## src/rtl/ysyx_23060201_gpr_pkg.sv

```systemverilog
`default_nettype none
// ============================================================================
// Module : ysyx_23060201_gpr_pkg
// Brief  : Shared widths, requester indices and counter limit for GPR writeback
// Rev    : 1.0  initial release
// ============================================================================
package ysyx_23060201_gpr_pkg;

    localparam int DEF_GPR_ADDR_WIDTH = 5;
    localparam int DEF_DATA_WIDTH     = 32;
    localparam int DEF_CNT_WIDTH      = 2;

    localparam logic REQ_EXU = 1'b0;
    localparam logic REQ_LSU = 1'b1;

    function automatic int cnt_max(input int width);
        return (1 << width) - 1;
    endfunction

    localparam int DEF_CNT_MAX = cnt_max(DEF_CNT_WIDTH);

endpackage
`default_nettype wire

```

## src/rtl/ysyx_23060201_rr_arb2.sv

```systemverilog
`default_nettype none
// ============================================================================
// Module : ysyx_23060201_rr_arb2
// Brief  : Two-input round-robin arbiter; grants are combinational from req/last
// Rev    : 1.0  initial release
// ============================================================================
module ysyx_23060201_rr_arb2
    import ysyx_23060201_gpr_pkg::*;
(
    input  logic       clk,
    input  logic       rst_n,
    input  logic [1:0] req,
    output logic [1:0] gnt
);

    logic r_last;

    // On a tie the requester that did not win last time gets the grant.
    always_comb begin
        gnt = 2'b00;
        if (req[REQ_EXU] && req[REQ_LSU]) begin
            if (r_last == REQ_LSU) gnt[REQ_EXU] = 1'b1;
            else                   gnt[REQ_LSU] = 1'b1;
        end else begin
            gnt = req;
        end
    end

    always_ff @(posedge clk) begin
        if (!rst_n) begin
            r_last <= REQ_LSU;
        end else if (|gnt) begin
            r_last <= gnt[REQ_LSU];
        end
    end

endmodule
`default_nettype wire

```

## src/rtl/ysyx_23060201_gpr_wb_ctrl.sv

```systemverilog
`default_nettype none
// ============================================================================
// Module : ysyx_23060201_gpr_wb_ctrl
// Brief  : EXU/LSU writeback arbiter, registered GPR write port, RAW scoreboard
// Rev    : 1.0  initial release
// ============================================================================
module ysyx_23060201_gpr_wb_ctrl
    import ysyx_23060201_gpr_pkg::*;
#(
    parameter int GPR_ADDR_WIDTH = DEF_GPR_ADDR_WIDTH,
    parameter int DATA_WIDTH     = DEF_DATA_WIDTH,
    parameter int CNT_WIDTH      = DEF_CNT_WIDTH
) (
    input  logic                      clk,
    input  logic                      rst_n,
    input  logic                      exu_valid,
    output logic                      exu_ready,
    input  logic [GPR_ADDR_WIDTH-1:0] exu_waddr,
    input  logic [DATA_WIDTH-1:0]     exu_wdata,
    input  logic                      lsu_valid,
    output logic                      lsu_ready,
    input  logic [GPR_ADDR_WIDTH-1:0] lsu_waddr,
    input  logic [DATA_WIDTH-1:0]     lsu_wdata,
    input  logic                      issue_valid,
    input  logic [GPR_ADDR_WIDTH-1:0] issue_rd,
    output logic                      issue_ready,
    input  logic [GPR_ADDR_WIDTH-1:0] chk_raddr1,
    input  logic [GPR_ADDR_WIDTH-1:0] chk_raddr2,
    output logic                      chk_busy1,
    output logic                      chk_busy2,
    output logic                      gpr_wen,
    output logic [GPR_ADDR_WIDTH-1:0] gpr_waddr,
    output logic [DATA_WIDTH-1:0]     gpr_wdata
);

    localparam int                   c_nreg    = 1 << GPR_ADDR_WIDTH;
    localparam logic [CNT_WIDTH-1:0] c_cnt_max = '1;

    logic [1:0]                w_gnt;
    logic                      w_xfer;
    logic [GPR_ADDR_WIDTH-1:0] w_waddr;
    logic [DATA_WIDTH-1:0]     w_wdata;
    logic [c_nreg-1:0]         w_inc;
    logic [c_nreg-1:0]         w_dec;

    logic                      r_wen;
    logic [GPR_ADDR_WIDTH-1:0] r_waddr;
    logic [DATA_WIDTH-1:0]     r_wdata;
    logic [CNT_WIDTH-1:0]      r_cnt [c_nreg];

    ysyx_23060201_rr_arb2 u_arb (
        .clk   (clk),
        .rst_n (rst_n),
        .req   ({lsu_valid, exu_valid}),
        .gnt   (w_gnt)
    );

    assign exu_ready = w_gnt[REQ_EXU];
    assign lsu_ready = w_gnt[REQ_LSU];
    assign w_xfer    = |w_gnt;
    assign w_waddr   = w_gnt[REQ_LSU] ? lsu_waddr : exu_waddr;
    assign w_wdata   = w_gnt[REQ_LSU] ? lsu_wdata : exu_wdata;

    assign gpr_wen   = r_wen;
    assign gpr_waddr = r_waddr;
    assign gpr_wdata = r_wdata;

    // r_cnt[0] is held at zero, so x0 reads as never busy and always ready.
    assign issue_ready = (issue_rd == '0) || (r_cnt[issue_rd] != c_cnt_max);
    assign chk_busy1   = (r_cnt[chk_raddr1] != '0);
    assign chk_busy2   = (r_cnt[chk_raddr2] != '0);

    // A retire against an idle counter is a protocol error and is ignored.
    always_comb begin
        w_inc = '0;
        w_dec = '0;
        if (issue_valid && issue_ready && (issue_rd != '0)) begin
            w_inc[issue_rd] = 1'b1;
        end
        if (r_wen && (r_cnt[r_waddr] != '0)) begin
            w_dec[r_waddr] = 1'b1;
        end
    end

    always_ff @(posedge clk) begin
        if (!rst_n) begin
            r_wen   <= 1'b0;
            r_waddr <= '0;
            r_wdata <= '0;
            for (int i = 0; i < c_nreg; i++) begin
                r_cnt[i] <= '0;
            end
        end else begin
            r_wen <= w_xfer && (w_waddr != '0);
            if (w_xfer) begin
                r_waddr <= w_waddr;
                r_wdata <= w_wdata;
            end
            r_cnt[0] <= '0;
            for (int i = 1; i < c_nreg; i++) begin
                if (w_inc[i] && !w_dec[i]) begin
                    r_cnt[i] <= r_cnt[i] + CNT_WIDTH'(1);
                end else if (w_dec[i] && !w_inc[i]) begin
                    r_cnt[i] <= r_cnt[i] - CNT_WIDTH'(1);
                end
            end
        end
    end

endmodule
`default_nettype wire

```

## config.mk

```make
export PLATFORM = sky130hd
export DESIGN_NAME = ysyx_23060201_gpr_wb_ctrl
export DESIGN_NICKNAME = d
export VERILOG_FILES = /design/src/rtl/ysyx_23060201_gpr_pkg.sv /design/src/rtl/ysyx_23060201_rr_arb2.sv /design/src/rtl/ysyx_23060201_gpr_wb_ctrl.sv
export SDC_FILE = /design/constraint.sdc
export NUM_CORES = 1
export LEC_CHECK = 0
export CAP_MARGIN = 0
export CORE_ASPECT_RATIO = 1.4
export CORE_UTILIZATION = 55
export DETAILED_ROUTE_END_ITERATION = 10
export DONT_BUFFER_PORTS = 1
export PLACE_DENSITY = 0.74
export SYNTH_ARGS = -nofsm -noshare
export SYNTH_HDL_FRONTEND = slang
export SYNTH_SLANG_ARGS = --single-unit
```

## constraint.sdc

```tcl
create_clock -name clk -period 5.65 [get_ports clk]
set_clock_uncertainty 0.2 [all_clocks]
set_input_delay 0.8475 -clock clk [delete_from_list [all_inputs] [get_ports clk]]
set_output_delay 0.8475 -clock clk [all_outputs]
set_load 0.03 [all_outputs]
```

* Word level (Yosys, flattened, before mapping)
Memory sizes are Yosys's and may differ from the RTL's. A register that Yosys moved wholly into a read port is not among the register bits.
Index checks and enable logic that the tools add are counted.
** Word-level totals
- Latch bits :: 0
- Bits in registers :: 39
- Memories kept :: 1
- Memory bits (read-only) :: 0
- RAM bits :: 64
- Input port bits :: 94
** Cells by class
- Reductions and logical operators :: 139
- Multipliers :: 0
- Shifts and indexed selects :: 0
- Mux-type cells :: 295
- Magnitude comparators :: 4
- Divide/modulo/power cells :: 0
- Bitwise gates (word level) :: 63
- Add/subtract/negate cells :: 62
- Equality and inequality tests :: 1
** Memory list
- r_cnt :: words 32, width 2, rd ports 35, clocked after memory_dff 1, wr ports 32, RTL line ysyx_23060201_gpr_wb_ctrl.sv:49 : logic [CNT_WIDTH-1:0] r_cnt [c_nreg];
** Operators with widths (number)
- two-way mux 1 bit :: 223
- two-way mux 2 bit :: 64
- two-way mux 32 bit :: 3
- logical AND 1 bit :: 69
- bitwise OR 1 bit :: 63
- adder 2 x 1 -> 2 bit (second input constant) :: 31
- zero test 1 bit :: 62
- subtractor 2 x 1 -> 2 bit (second input constant) :: 31
- two-way mux 5 bit :: 3
- less-than comparator 5 x 6 -> 1 bit (second input constant) :: 2
- demux 1 bit (select 5 bit) :: 2
- greater-or-equal comparator 5 x 1 -> 1 bit (second input constant) :: 2
- nonzero test 5 bit :: 2
- nonzero test 2 bit :: 3
- zero test 5 bit :: 1
- != test 2 bit (second input constant) :: 1
- OR reduction 2 bit :: 1
- logical OR 1 bit :: 1

* Longest topological paths before layout
Gate-level depths: netlist of run 1.
An unclocked memory read counts as a cell.
- Depth in word-level cells :: 13
- Depth in mapped cells :: 14
- Depth with buffers taken out :: 8

* By module
Synthesis of run 1 repeated with hierarchy kept, for this count alone.
** Unflattened totals
- Cell total of the unflattened synthesis :: 824
- Area, all modules :: 7546.0 µm²
** By module, submodules not included
- ysyx_23060201_gpr_wb_ctrl :: cells each 817, area an instance 7484.7 µm², instances 1, seq. area each 2722.6 µm²
- ysyx_23060201_rr_arb2 :: cells each 7, area an instance 61.3 µm², instances 1, seq. area each 20.0 µm²

* Least setup slack after synthesis of run 1
OpenSTA, ideal clock, no wires.
- Path kind :: input-to-output
- From :: input port chk_raddr1[4]
- To :: output port chk_busy1
- Data arrival time :: 2743 ps
- Path slack :: 1859 ps
- Cell stages on the path :: 4
- Path buffers :: 1
- Cells stage by stage :: clkbuf_1 mux4_2 mux4_2 a21oi_1
** On the way
- Cells in the longest elaborated chain, start to end :: 2
** Ends and longest elaborated chain
- start: declaration :: RTL line ysyx_23060201_gpr_wb_ctrl.sv:27 : input logic [GPR_ADDR_WIDTH-1:0] chk_raddr1,
- memory read (32 x 2 bit)
- nonzero test 2 bit :: RTL line ysyx_23060201_gpr_wb_ctrl.sv:70 : assign chk_busy1 = (r_cnt[chk_raddr1] != '0);
- end: declaration :: RTL line ysyx_23060201_gpr_wb_ctrl.sv:29 : output logic chk_busy1,
No other way between the ends.

==> results of run 1 <==
synthesized netlist by cell type (15+ instances only):
| cell type | count | area, µm² |
|---|---|---|
| mux2i_1 | 34 | 340 |
| a311o_1 | 23 | 230 |
| xor2_1 | 30 | 263 |
| dfxtp_1 | 44 | 881 |
| mux4_2 | 24 | 541 |
| o221ai_1 | 32 | 280 |
| a21oi_1 | 15 | 75.1 |
| or2_2 | 30 | 188 |
| nand2_1 | 54 | 203 |
| nor3_1 | 20 | 100 |
| edfxtp_1 | 62 | 1860 |
| clkbuf_1 | 46 | 173 |
| a211oi_1 | 15 | 113 |
| o2111ai_1 | 23 | 201 |
| nor2_1 | 130 | 488 |
| nand3_1 | 37 | 185 |
| o22ai_1 | 16 | 100 |
stage by stage:
step | power, W | std cells | hold WS [ns] | utilization, %
after global routing | 0.00199 | 907 | 0.387 | 58.3
after floorplan | 0.00128 | 774 | 0.272 | -
after CTS | 0.00191 | 907 | 0.367 | 58.3
after detailed placement | 0.00133 | 891 | 0.348 | 56.2
final | 0.00192 | 907 | 0.368 | 58.3
after global placement | 0.00132 | 891 | 0.314 | 56.2
cells by family after synthesis:
family	after synthesis
DFF	106
muxes	64
AOI/OAI and AO/OA	185
xor gates and xnor gates	31
and+or+nand+nor	312
buffers and inverters	76
final cells by class:
| cell class | count | area, µm² | area share, % |
|---|---|---|---|
| well taps | 178 | 223 | 2.95 |
| flip-flops and latches | 106 | 2740 | 36.4 |
| clock buffers | 11 | 233 | 3.09 |
| multi-input cells | 592 | 4220 | 56.0 |
| repair buffers | 6 | 45.0 | 0.598 |
| inverters | 9 | 36.3 | 0.481 |
| clock inverters | 5 | 36.3 | 0.481 |
worst max-delay path: cells and delay by family, from the launching register on:
family          cells  cell delay (ns)
simple gates        4             1.64
buf+inv             1             0.11
compound gates      1             0.35
flops               1             0.70
mux                 1             0.36
power breakdown:
group          switching [W]  internal, W  total [W]
logic               0.000196     0.000136   0.000332
registers           0.000118     0.000875   0.000994
clock network       0.000290     0.000303   0.000593
final timing paths:
path	endpoint	slack, ns	cells after the start
worst min-delay path	u_arb.r_last	0.37	2
worst min register to register	u_arb.r_last	0.37	2
worst max-delay path	r_cnt[10][1]	2.00	7
worst max register to register	r_cnt[10][1]	2.00	7
state kept, by name, indices dropped and copies added, names as in the netlist, named ones only:
register      count
u_arb.r_last      1
r_cnt            62
gpr_wen           1
gpr_wdata        32
gpr_waddr         5
per-layer routing:
metal	vias up	global-route usage, %	share of wire (%)
li1	2880	-	-
met1	3063	36.3	36
met2	403	52.1	49
met3	75	6.32	10
met4	0	17.0	4.6
met5	-	0	0
==> flow_summary.toml, run 1 <==
[cts]
cts_tree = "yes"
cts_buffers = 9
h-tree-depth = 3
ctsHoldBuffers = 0
cts_setup_buffers = 0
cts.repair.resized = 0
cts_root_buf = "clkbuf_16"
cts_buffer_depth = 2
clkTransAtPathRegs_ns = 0.07
clock_sinks = 106
clock_latency_ns = 0.35

[die]
die_area_mm2 = 0.0138
die_h_um = 138
io_pins = 137
start_util_pct = 56.5
core_area_mm2 = 0.0129
die_w_um = 99.5
std_cell_rows = 49

[synthesis]
synth_top_family_by_area = "compound AO/OA/AOI/OAI gates"
synth_cell_types = 63
yosysWarnings = 0
synth-compound-area-share_pct = 21.1
syn_area_mm2 = 0.00731
synthArstFlopShare_pct = 0
synthXorXnorAreaFrac_pct = 3.71
ys.flop_type = "edfxtp_1"
synth_mux_area_share_pct = 13.0
syn_inst = 774
synth_nets = 868
synth_enable_flop_cells = 62
ys_ff_latch = 106
syn_area_per_cell_um2 = 9.45
synthAdderAreaFrac_pct = 0
ys_seq_area_share_pct = 37.5
synthSimpleGateAreaFrac_pct = 19.9

[place]
dpl.hpwl_mm = 15.6
gp_congestion = 1.01
numPortBuffers = 0
placed_cell_area_mm2 = 0.00727
post-place-ws_ns = 1.75

[timing]
slew-limit-headroom_pct = 35.4
min_period_ns = 3.65
tightestPinTransition_ns = 0.961
rsz0062_at_grt = "no"
tns_ns = 0
drv_slew = 0
setup_viol = 0
fmax_ghz = 0.274
fin_ws_ns = 2.00
fin_crit_sh_pct = 64.6
hold_viol = 0

[setup_path]
critPathKind = "flop to flop"
cp-start-kind = "flop"
path_cells = "inv_4 > mux4_2 > nor2_1 > or4_1 > nand2b_1 > o2111ai_1 > nand3_1"
required_ns = 5.51
slowest_stage = "dfxtp_1"
crit_arrival_ns = 3.51
slowest_delay_ns = 0.70
end_kind = "flop"
cp_max_fo = 14

[cells_and_area]
design_area_mm2 = 0.00754
final_cell_mix = "nor2_1 (130), edfxtp_1 (62), nand2_1 (54)"
layout_commonest_cell = "nor2_1"
antenna_cells = 0
layout-drive-gt1-share_pct = 14.0
fin_nets = 818
area_delta_synth_final_pct = 3.06
fillers = 1118

[global_route]
grt_pass1_wl_mm = 32.6
grt_pass1_vias = 6275
grt_max_degree = 94
antenna_found_initial = 0
track_usage_pct = 30.8
grt_overflow = 0

[route]
drc = 0
num_vias = 6421
drtIter0Drc = 553
avgViaCountPerCell = 7.08
routed_wl_mm = 21.2
ant_nets = 0
wl_per_cell_um = 23.4
drtPass1Iterations = 6

[job]
max_cap_viol_count = 0

[worst_hold_path]
min_from = "u_arb.r_last"
hp-class = "flop to flop"

[power]
ir_drop_v = 0.000235
power.density_mw_per_mm2 = 254
p_leak_nw = 2.67

[run_status]
outcome = "complete, no violations"
Power figures use the tool's default switching activity.
==> run 2: changes to the inputs <==
- ABC_AREA: not set -> 1
- PLACE_DENSITY: 0.74 -> 0.77
- clock period: 5.65 -> 3.3 ns (I/O delays scaled with it)
==> flow_summary.toml, run 2 <==
[run_status]
outcome = "complete, no violations"

[die]
start_util_pct = 56.7
core_area_mm2 = 0.0135
io_pins = 137
die_h_um = 142
die_area_mm2 = 0.0144
std_cell_rows = 50
die_w_um = 102

[synthesis]
synth_enable_flop_cells = 62
syn_inst = 1172
syn_area_per_cell_um2 = 6.54
ys_ff_latch = 106
synth_nets = 1266
synth.area.top_cells = "edfxtp_1 (24%), nand2_1 (20%), dfxtp_1 (11%)"
yosysWarnings = 0
synth_cell_types = 41
yosysMostFrequentCell = "nand2_1"
synthTopCellsByCount = "nand2_1 (407), nor2_1 (151), inv_1 (110)"
syn_area_mm2 = 0.00767
ys.flop_type = "edfxtp_1"
yosysTopAreaCell = "edfxtp_1"
synthArstFlopShare_pct = 0
ys_seq_area_share_pct = 35.8
synth_top_area_share_pct = 24.3

[global_route]
grt_overflow = 0
grt_max_degree = 80
grt_pass1_wl_mm = 36.2
track_usage_pct = 32.2
grt_pass1_vias = 7327
antenna_found_initial = 0

[setup_path]
required_ns = 3.15
slowest_delay_ns = 0.44
rrSetupSlack_ns = 0.47
end_kind = "flop"
critPathKind = "flop to flop"
timing.critical_path.mode_cell = "nor2_1"
cp-start-kind = "flop"
cp_max_fo = 26
path_cells = "inv_1 > nor2_1 > nand2_1 > nand2_1 > nor2_1 > nor2_1 > nand2_1 > nand3_2 > nand3_4 > nor2_1 > a21oi_1 > o21ai_1"
reg2regPathDepth = 12
crit_arrival_ns = 2.67
r2r-end = "r_cnt[19][0]"
slowest_stage = "dfxtp_1"
cp-endpoint = "r_cnt[19][0]"

[place]
gp_congestion = 0.928
numPortBuffers = 0
dpl.hpwl_mm = 17.0

[worst_hold_path]
hp-class = "input port to flop"

[route]
drc = 0
wl_per_cell_um = 16.9
num_vias = 7967
routed_wl_mm = 22.6
drtIter0Drc = 822
ant_nets = 0
drtPass1Iterations = 5
avgViaCountPerCell = 5.97

[timing]
tightestPinTransition_ns = 0.654
tns_ns = 0
min_period_ns = 2.83
setup_viol = 0
rsz0062_at_grt = "no"
hold_slack_ns = 0.0693
fin_crit_sh_pct = 85.7
hold_viol = 0
slew-limit-headroom_pct = 56.4
fmax_ghz = 0.354
drv_slew = 0

[job]
max_cap_viol_count = 0

[power]
p_leak_nw = 3.78
power.density_mw_per_mm2 = 418
ir_drop_v = 0.000282

[cells_and_area]
largest_reg_flops = 62
regMostFlops = "r_cnt"
layout-drive-gt1-share_pct = 5.98
layout_commonest_cell = "nand2_1"
fillers = 1336
multiInputGateArea_mm2 = 0.00426
fin_nets = 1242
final_cell_mix = "nand2_1 (407), nor2_1 (151), inv_1 (109)"
antenna_cells = 0
seqCellArea_mm2 = 0.00274
area_delta_synth_final_pct = 5.22

[cts]
cts.repair.resized = 0
cts_buffers = 9
h-tree-depth = 3
cts_setup_buffers = 0
cts_tree = "yes"
clock_sinks = 106
clock_latency_ns = 0.36
ctsHoldBuffers = 0
cts_root_buf = "clkbuf_16"
clkTransAtPathRegs_ns = 0.07
cts_buffer_depth = 2
run 2: cell type report:
class                      instances  share of cell area, %
clock buffer                      10                   2.84
multi-input combinational        900                   52.7
tap                              182                   2.82
inverter                         115                   5.38
sequential                       106                   34.0
timing repair buffer              16                   1.49
clock inverter                     6                  0.729
run 2: cells by family (layout without fill, tap and decap cells):
kind of cell	count (synthesis)	in the layout	synth area share, %
flip-flops	106	106	35.8
AND/OR/NAND/NOR	708	708	40.2
AO/OA/AOI/OAI	169	169	12.5
multiplexers	11	11	1.44
XOR/XNOR	12	12	1.37
buffers and inverters	166	147	8.73
run 2: metrics by stage:
stage                     setup WS, ns  total power, W  instances  utilization [%]  instance area (µm²)
after CTS                        0.499         0.00337       1335             59.7                 8070
after global placement           0.505         0.00230       1319             57.6                 7780
final                            0.473         0.00337       1335             59.7                 8070
after detailed placement         0.446         0.00231       1319             57.6                 7780
after floorplan                  0.773         0.00218       1172                -                 7670
after global routing             0.306         0.00351       1335             59.7                 8070
run 2: critical path, delay by kind of cell (launching register included):
kind	cells	cell delay (ns)
buf+inv	1	0.11
simple gates	9	1.51
compound gates	2	0.26
flops	1	0.44
run 2: worst min path at each step:
stage / startpoint / to / slack [ns] / depth (start not counted)
global route: exu_valid / u_arb.r_last / 0.08 / 1
detailed placement: u_arb.r_last / u_arb.r_last / 0.30 / 2
floorplan: u_arb.r_last / u_arb.r_last / 0.27 / 2
finish: exu_valid / u_arb.r_last / 0.07 / 1
CTS: rst_n / u_arb.r_last / 0.05 / 1
global placement: u_arb.r_last / u_arb.r_last / 0.28 / 2
run 2: routing by layer:
layer	wire (µm)	GRT usage [%]
met4	940	16.6
met2	10900	53.2
met3	2060	6.45
met1	8770	39.4
met5	0	0
run 2: power breakdown:
part	switching [W]	internal, W
clock network	0.000541	0.000531
logic	0.000435	0.000199
registers	0.000168	0.00150
total	0.00114	0.00223
==> run 3: changes to the inputs <==
- CORE_UTILIZATION: 55 -> 50
- GPL_TIMING_DRIVEN: not set -> 0
- PLACE_DENSITY: 0.77 -> 0.72
==> flow_summary.toml, run 3 (synthesized netlist as in run 2, its figures left out) <==
[run_status]
outcome = "complete, no violations"

[cts]
clkTransAtPathRegs_ns = 0.07
cts_tree = "yes"
cts.repair.resized = 0
clock_latency_ns = 0.35
cts_buffers = 9
cts_root_buf = "clkbuf_16"
cts_setup_buffers = 0
clock_sinks = 106
ctsHoldBuffers = 0
h-tree-depth = 3
cts_buffer_depth = 2

[timing]
min_period_ns = 2.92
slew-limit-headroom_pct = 31.7
fin_crit_sh_pct = 88.5
drv_slew = 0
tns_ns = 0
fmax_ghz = 0.342
setup_viol = 0
hold_slack_ns = 0.0665
tightestPinTransition_ns = 1.02
fin_ws_ns = 0.379
hold_viol = 0
rsz0062_at_grt = "no"

[setup_path]
rrSetupSlack_ns = 0.38
critPathKind = "flop to flop"
cp-start-kind = "flop"
slowest_delay_ns = 0.46
r2r-end = "r_cnt[27][1]"
slowest_stage = "edfxtp_1"
required_ns = 3.13
cp_max_fo = 10
crit_arrival_ns = 2.75
end_kind = "flop"
timing.critical_path.mode_cell = "nor2_1"
r2r-start = "r_cnt[15][0]"
reg2regPathDepth = 10
path_cells = "nor2_1 > nor2_1 > nor2_1 > nand3_1 > nand3_1 > nand3_2 > nand3_4 > buf_2 > nor2_1 > o21ai_0"

[global_route]
grt_overflow = 0
grtUsageMet1_pct = 37.2
grt_util_met3_pct = 5.04
grt_pass1_wl_mm = 38.3
grt_pass1_vias = 7330
top_usage_layer = "met2"
track_usage_pct = 31.5
antenna_found_initial = 0
grtUsageMet2_pct = 53.0
grt_max_degree = 19

[route]
avgViaCountPerCell = 5.77
ant_nets = 0
drc = 0
drtIter0Drc = 794
num_vias = 7965
drtPass1Iterations = 5
wl_per_cell_um = 17.9
routed_wl_mm = 24.7

[worst_hold_path]
min_to = "u_arb.r_last"
min_path_cells = 1
min_from = "exu_valid"
hp-class = "input port to flop"

[power]
ir_drop_v = 0.000280
p_leak_nw = 3.81
power.density_mw_per_mm2 = 414

[job]
max_cap_viol_count = 0

[place]
dpl.hpwl_mm = 19.4
numPortBuffers = 0
gp_congestion = 0.985
post-place-ws_ns = 0.259

[cells_and_area]
fin_nets = 1277
fillers = 1560
area_delta_synth_final_pct = 6.66
layout_commonest_cell = "nand2_1"
final_cell_mix = "nand2_1 (407), nor2_1 (151), inv_1 (110)"
largest_reg_flops = 62
regMostFlops = "r_cnt"
layout-drive-gt1-share_pct = 5.64
antenna_cells = 0

[die]
die_h_um = 149
die_area_mm2 = 0.0158
io_pins = 137
die_w_um = 107
std_cell_rows = 53
core_area_mm2 = 0.0150
start_util_pct = 51.2
[run 3: changes by cell type in the layout (fill, tap and decap cells not counted), moves of 3 or more]
| cell | previous run | this run |
|---|---|---|
| buf_1 | 0 | 11 |
| clkbuf_1 | 1 | 26 |
| buf_6 | 0 | 3 |
| buf_4 | 16 | 2 |
| buf_2 | 0 | 11 |
[run 3: area by class of cell]
type / instances / area (µm²) / area share [%]
Multi-Input combinational cell: 900 / 4260 / 52.0
Sequential cell: 106 / 2740 / 33.5
Inverter: 115 / 434 / 5.31
Tap cell: 192 / 240 / 2.94
Buffer: 51 / 235 / 2.88
Clock buffer: 11 / 233 / 2.85
Clock inverter: 5 / 37.5 / 0.459
[run 3: through the flow]
| stage | util, % | cell area [µm²] | std cells | power (W) |
|---|---|---|---|---|
| floorplan | - | 7670 | 1172 | 0.00218 |
| detailed placement | 52.8 | 7910 | 1364 | 0.00238 |
| global placement | 52.8 | 7910 | 1364 | 0.00237 |
| CTS | 54.6 | 8180 | 1380 | 0.00338 |
| global route | 54.6 | 8180 | 1380 | 0.00354 |
| finish | 54.6 | 8180 | 1380 | 0.00339 |
[run 3: power by group]
group | total, W | switching, W | internal [W]
logic | 0.000702 | 0.000498 | 0.000204
registers | 0.00167 | 0.000168 | 0.00150
clock network | 0.00102 | 0.000497 | 0.000521
[run 3: worst max path at each step]
stage	end	start	slack [ns]
6_report	r_cnt[27][1]	r_cnt[15][0]	0.38
5_1_grt	r_cnt[27][0]	r_cnt[15][0]	0.23
4_1_cts	chk_busy2	chk_raddr2[0]	0.40
3_5_place_dp	r_cnt[20][0]	issue_rd[0]	0.26
3_3_place_gp	r_cnt[20][0]	issue_rd[0]	0.27
2_1_floorplan	r_cnt[18][0]	issue_rd[0]	0.77
[run 3: metal layers]
metal  routed length (µm)  up-vias
met5                    0        -
met4                 1640        0
met3                 2050      113
met2                11600      453
met1                 9410     3511
li1                     -     3888
[run 3: critical path: cells and delay by family (launching register included)]
| kind | cells | cell delay [ns] |
|---|---|---|
| flops | 1 | 0.46 |
| buf+inv | 1 | 0.26 |
| compound gates | 1 | 0.30 |
| simple gates | 8 | 1.35 |
